$ cat src/rtl/cm_bus_pkg.sv
// Shared types and constants for the CM strobe-bus initiator.
package cm_bus_pkg;

    localparam int CM_WIDTH           = 8;
    localparam int CM_MIN_HALF_PERIOD = 2;
    localparam int CM_MIN_TURNAROUND  = 1;

    typedef enum logic [2:0] {
        ST_IDLE,
        ST_SETUP,
        ST_HIGH,
        ST_HOLD,
        ST_TURN
    } cm_state_t;

    function automatic int cm_max(input int a, input int b);
        return (a > b) ? a : b;
    endfunction

endpackage

$ cat src/rtl/cm_phase_timer.sv
// Loadable down-counter; done marks the last cycle of a phase.
module cm_phase_timer #(
    parameter int CW = 3
) (
    input  logic          clk,
    input  logic          rst,
    input  logic          load,
    input  logic [CW-1:0] load_val,
    output logic          done
);

    logic [CW-1:0] count_q;
    logic [CW-1:0] count_d;

    always_comb begin
        count_d = count_q;
        if (load) begin
            count_d = load_val;
        end else if (count_q != '0) begin
            count_d = count_q - 1'b1;
        end
    end

    always_ff @(posedge clk) begin
        if (rst) begin
            count_q <= '0;
        end else begin
            count_q <= count_d;
        end
    end

    assign done = (count_q == CW'(1));

endmodule

$ cat src/rtl/cm_bus_master.sv
// CM strobe-bus initiator: setup/high/hold strobe for writes, turnaround reads.
// Optional strobe timestamp port enabled by CM_MASTER_TS_EN.
module cm_bus_master
    import cm_bus_pkg::*;
#(
    parameter int HALF_PERIOD = 4,
    parameter int TURNAROUND  = 2
) (
    input  logic                clk,
    input  logic                rst,
    input  logic                tx_valid,
    output logic                tx_ready,
    input  logic                tx_rd,
    input  logic [CM_WIDTH-1:0] tx_data,
    output logic                rx_valid,
    output logic [CM_WIDTH-1:0] rx_data,
    output logic [CM_WIDTH-1:0] cm_out,
    output logic                cm_oe,
    input  logic [CM_WIDTH-1:0] cm_in,
    output logic                clk_inter
`ifdef CM_MASTER_TS_EN
    ,
    output logic [31:0]         ts
`endif
);

    localparam int CW = $clog2(cm_max(HALF_PERIOD, TURNAROUND) + 1);
    localparam logic [CW-1:0] HP_L = CW'(HALF_PERIOD);
    localparam logic [CW-1:0] TA_L = CW'(TURNAROUND);

    if (HALF_PERIOD < CM_MIN_HALF_PERIOD || TURNAROUND < CM_MIN_TURNAROUND) begin : g_bad_param
        $fatal(1, "cm_bus_master: HALF_PERIOD or TURNAROUND below minimum");
    end

    cm_state_t state_q, state_d;
    logic                rd_q, rd_d;
    logic                ready_q, ready_d;
    logic                oe_q, oe_d;
    logic                ci_q, ci_d;
    logic                rxv_q, rxv_d;
    logic [CM_WIDTH-1:0] out_q, out_d;
    logic [CM_WIDTH-1:0] rxd_q, rxd_d;
    logic                load;
    logic [CW-1:0]       load_val;
    logic                done;

    cm_phase_timer #(.CW(CW)) u_timer (
        .clk      (clk),
        .rst      (rst),
        .load     (load),
        .load_val (load_val),
        .done     (done)
    );

    always_comb begin
        state_d  = state_q;
        rd_d     = rd_q;
        ready_d  = ready_q;
        oe_d     = oe_q;
        ci_d     = ci_q;
        rxv_d    = 1'b0;
        out_d    = out_q;
        rxd_d    = rxd_q;
        load     = 1'b0;
        load_val = HP_L;
        unique case (state_q)
            ST_IDLE: begin
                if (tx_valid) begin
                    rd_d    = tx_rd;
                    ready_d = 1'b0;
                    load    = 1'b1;
                    if (tx_rd) begin
                        state_d  = ST_TURN;
                        load_val = TA_L;
                        oe_d     = 1'b0;
                    end else begin
                        state_d = ST_SETUP;
                        oe_d    = 1'b1;
                        out_d   = tx_data;
                    end
                end
            end
            ST_SETUP, ST_TURN: begin
                if (done) begin
                    state_d = ST_HIGH;
                    load    = 1'b1;
                    ci_d    = 1'b1;
                end
            end
            ST_HIGH: begin
                if (done) begin
                    state_d  = ST_HOLD;
                    load     = 1'b1;
                    load_val = rd_q ? TA_L : HP_L;
                    ci_d     = 1'b0;
                    // Reads sample the bus at the close of the high phase
                    if (rd_q) begin
                        rxd_d = cm_in;
                        rxv_d = 1'b1;
                    end
                end
            end
            ST_HOLD: begin
                if (done) begin
                    state_d = ST_IDLE;
                    oe_d    = 1'b0;
                    ready_d = 1'b1;
                end
            end
            default: begin
                state_d = ST_IDLE;
                ready_d = 1'b1;
                oe_d    = 1'b0;
                ci_d    = 1'b0;
            end
        endcase
    end

    always_ff @(posedge clk) begin
        if (rst) begin
            state_q <= ST_IDLE;
            rd_q    <= 1'b0;
            ready_q <= 1'b1;
            oe_q    <= 1'b0;
            ci_q    <= 1'b0;
            rxv_q   <= 1'b0;
            out_q   <= '0;
            rxd_q   <= '0;
        end else begin
            state_q <= state_d;
            rd_q    <= rd_d;
            ready_q <= ready_d;
            oe_q    <= oe_d;
            ci_q    <= ci_d;
            rxv_q   <= rxv_d;
            out_q   <= out_d;
            rxd_q   <= rxd_d;
        end
    end

    assign tx_ready  = ready_q;
    assign rx_valid  = rxv_q;
    assign rx_data   = rxd_q;
    assign cm_out    = out_q;
    assign cm_oe     = oe_q;
    assign clk_inter = ci_q;

`ifdef CM_MASTER_TS_EN
    logic [31:0] free_q, free_d;
    logic [31:0] ts_q, ts_d;

    always_comb begin
        free_d = free_q + 32'd1;
        ts_d   = ts_q;
        if (ci_d && !ci_q) begin
            ts_d = free_q;
        end
    end

    always_ff @(posedge clk) begin
        if (rst) begin
            free_q <= '0;
            ts_q   <= '0;
        end else begin
            free_q <= free_d;
            ts_q   <= ts_d;
        end
    end

    assign ts = ts_q;
`endif

endmodule

$ cat config.mk
export PLATFORM = sky130hd
export DESIGN_NAME = cm_bus_master
export DESIGN_NICKNAME = d
export VERILOG_FILES = /design/src/rtl/cm_bus_pkg.sv /design/src/rtl/cm_phase_timer.sv /design/src/rtl/cm_bus_master.sv
export SDC_FILE = /design/constraint.sdc
export NUM_CORES = 1
export LEC_CHECK = 0
export BUFFER_PORTS_ARGS = -buffer_cell sky130_fd_sc_hd__buf_2
export CAP_MARGIN = 30
export CORE_MARGIN = 2
export CORE_UTILIZATION = 49
export CTS_CLUSTER_DIAMETER = 100
export DETAILED_ROUTE_END_ITERATION = 8
export GPL_ROUTABILITY_DRIVEN = 0
export GPL_TIMING_DRIVEN = 1
export PLACE_DENSITY = 0.89
export SYNTH_ARGS = -nofsm -noshare
export SYNTH_HDL_FRONTEND = slang
export SYNTH_SLANG_ARGS = --single-unit
$ cat constraint.sdc
create_clock -name clk -period 1.7 [get_ports clk]
set_clock_uncertainty 0.05 [all_clocks]
set_input_delay 0.17 -clock clk [delete_from_list [all_inputs] [get_ports clk]]
set_output_delay 0.17 -clock clk [all_outputs]
set_load 0.01 [all_outputs]
==> impl_metrics.py <==
metrics = {
    "sta": {
        "hold_viol": 0,
        "finalMaxSlewViolations": 0,
        "whs_ps": 0.841,
        "period_minus_slack_ps": 1620,
        "max_freq_mhz": 616,
        "relSlewSlack": 0.647,
        "min_period_over_period": 0.955,
        "setup_violations": 0,
        "tightestPinTransition_ps": 529,
    },
    "global_routing": {
        "grt.overflow.total": 0,
        "grtUsageMet2": 0.384,
        "grt_pass1_wl_mm": 4.57,
        "grtUsageMet1": 0.250,
        "antenna_found_initial": 0,
        "grt_start_max_net_pins": 30,
        "first_global_vias": 1079,
        "grtUsageMet3": 0.0306,
        "gr-max-usage-layer": "met2",
        "grt_usage": 0.212,
    },
    "critical_path": {
        "timing.critical_path.buf_inv": 2,
        "crit_family": "simple AND/OR/NAND/NOR gates",
        "worstPathArrival_ps": 1830,
        "crit_path_cell_trace": "inv_2 > ha_4 > nor2b_4 > nand4b_1 > buf_12 > a21o_1 > a22oi_1",
        "crit_path_start_kind": "flip-flop",
        "critPathMaxStageDelay_ps": 350,
        "crit_fanout": 6,
        "crit_slowest_cell": "dfxtp_2",
        "end_kind": "flip-flop",
        "startpoint": "u_timer.count_q[1]",
        "critical_path_required_ps": 1910,
        "crit_type": "reg2reg",
        "r2r_start": "u_timer.count_q[1]",
    },
    "worst_hold_path": {
        "min_from": "tx_data[7]",
        "min_path_type": "in2reg",
    },
    "cells_and_area": {
        "mostFrequentLayoutCell": "buf_2",
        "stdcell_area_sq_um": 1520,
        "final_cell_mix": "buf_2 (39), dfxtp_1 (25), nor2_1 (15)",
        "drive_gt1_frac": 0.335,
        "synthToLayoutAreaGrowth_pct": 25.8,
        "num-nets-final": 197,
        "diodes": 0,
    },
    "clocking": {
        "numCtsBuffers": 3,
        "cts.path.max_buffers": 2,
        "cts_hold_buf": 0,
        "cts.clk_slew.worst_paths_ps": 150,
        "cts_tree": "done",
        "clk_latency_ps": 330,
        "htreeDepth": 1,
        "cts-root-buf": "clkbuf_4",
        "cts-resized-gates": 0,
        "cts_setup_buffers": 0,
        "clock_sinks": 27,
    },
    "place": {
        "dpl_cell_area_sq_um": 1450,
        "dpl.hpwl_mm": 2.06,
        "port_buffers": 39,
    },
    "synthesis": {
        "yosysSeqAreaShare": 0.446,
        "synth_seq_cells": 27,
        "async_flop_share": 0,
        "synth-edff-count": 0,
        "synth_ff_type": "dfxtp_1",
        "synthCells": 133,
        "synth_nets": 156,
        "ys_types": 34,
        "yosysWarnings": 0,
        "synth_area_sq_um": 1210,
        "avgSynthCellArea_sq_um": 9.11,
    },
    "power_and_ir_drop": {
        "power_density_nw_per_um2": 1140,
        "power_leakage_nw": 0.737,
        "ir_drop_mv": 0.781,
    },
    "flow_run": {
        "cap_viol_max_count": 0,
    },
    "routing": {
        "drc_errors": 0,
        "num_vias": 1140,
        "dr.first_iter.drc_count": 27,
        "drt_wl_total_mm": 2.86,
        "viasPerCell": 5.62,
        "postRouteAntennaNets": 0,
        "dr.pass1.iters": 4,
        "post_drt_wl_per_cell_um": 14.1,
    },
    "outcome": {
        "outcome": "finished, final reports clean",
    },
    "floorplan": {
        "placementRows": 18,
        "ios": 40,
        "start_util": 0.503,
        "coreArea_sq_um": 2410,
        "die_y_um": 53.7,
        "die_w_um": 53.7,
        "die-area_sq_um": 2890,
    },
}
-- where the power goes --
part / internal, W / total, W / switching [W]
Sequential: 0.000721 / 0.000805 / 0.0000837
Combinational: 0.000296 / 0.000647 / 0.000352
Clock: 0.0000903 / 0.000283 / 0.000193
-- layer usage --
layer,wire length (um),share of wire
met4,38,0.013
met3,124,0.043
met2,1500,0.53
met1,1190,0.42
met5,0,0
-- cell usage after synthesis, types with 2 or more instances --
| master | count | share of area |
|---|---|---|
| mux2i_1 | 9 | 0.074 |
| a22oi_1 | 2 | 0.012 |
| dfxtp_1 | 27 | 0.45 |
| nor3b_1 | 2 | 0.012 |
| a221oi_1 | 2 | 0.014 |
| nand2b_1 | 2 | 0.010 |
| nand4b_1 | 2 | 0.014 |
| clkbuf_1 | 5 | 0.015 |
| a21oi_1 | 13 | 0.054 |
| buf_2 | 3 | 0.012 |
| nand2_1 | 12 | 0.037 |
| a21o_1 | 2 | 0.012 |
| o22a_1 | 2 | 0.014 |
| o21ai_1 | 12 | 0.050 |
| ha_1 | 3 | 0.031 |
| nor2_1 | 15 | 0.046 |
| inv_1 | 3 | 0.0093 |
-- registers in the layout, indices dropped and copies added (netlist names) --
name             flops
clk_inter            1
cm_oe                1
cm_out               8
rd_q                 1
rx_data              8
rx_valid             1
state_q              3
tx_ready             1
u_timer.count_q      3
-- final timing paths --
| check | to | slack (ps) | depth (start not counted) |
|---|---|---|---|
| max reg2reg | u_timer.count_q[1] | 80 | 7 |
| min reg2reg | tx_ready | 440 | 1 |
| min | cm_out[7] | 0.8 | 3 |
| max | u_timer.count_q[1] | 80 | 7 |
-- per-stage QoR --
stage	utilization	setup slack [ps]	power (W)	cells	setup TNS, ps
after floorplan	-	142	0.00125	133	0
after global placement	0.601	126	0.00138	198	0
after detailed placement	0.601	61.2	0.00142	198	0
after CTS	0.614	31.1	0.00170	202	0
after global routing	0.632	-21.9	0.00185	203	-21.9
final	0.632	76.6	0.00174	203	0
-- kinds of logic (layout without fill, tap and decap cells) --
logic type	after synthesis	after routing	share of synthesized area
AOI/OAI and AO/OA	40	40	0.216
buffers and inverters	12	52	0.0465
and+or+nand+nor	40	40	0.171
muxes	9	9	0.0744
DFF	27	27	0.446
xor gates and xnor gates	2	2	0.0145
adders and majority gates	3	3	0.0310
-- tightest hold or removal path: cells and delay by family --
family,cells,cell delay [ps]
compound gates,1,50
buf+inv,1,90
simple gates,1,40
-- layout make-up --
| type | instances | area, sq um |
|---|---|---|
| clock buffer | 3 | 22.5 |
| clock inverter | 1 | 7.51 |
| fill | 203 | 886 |
| inverter | 3 | 11.3 |
| multi-input combinational | 94 | 632 |
| sequential | 27 | 543 |
| tap | 30 | 37.5 |
| timing repair buffer | 45 | 270 |
Note: power is estimated with default switching activity, not from simulation.
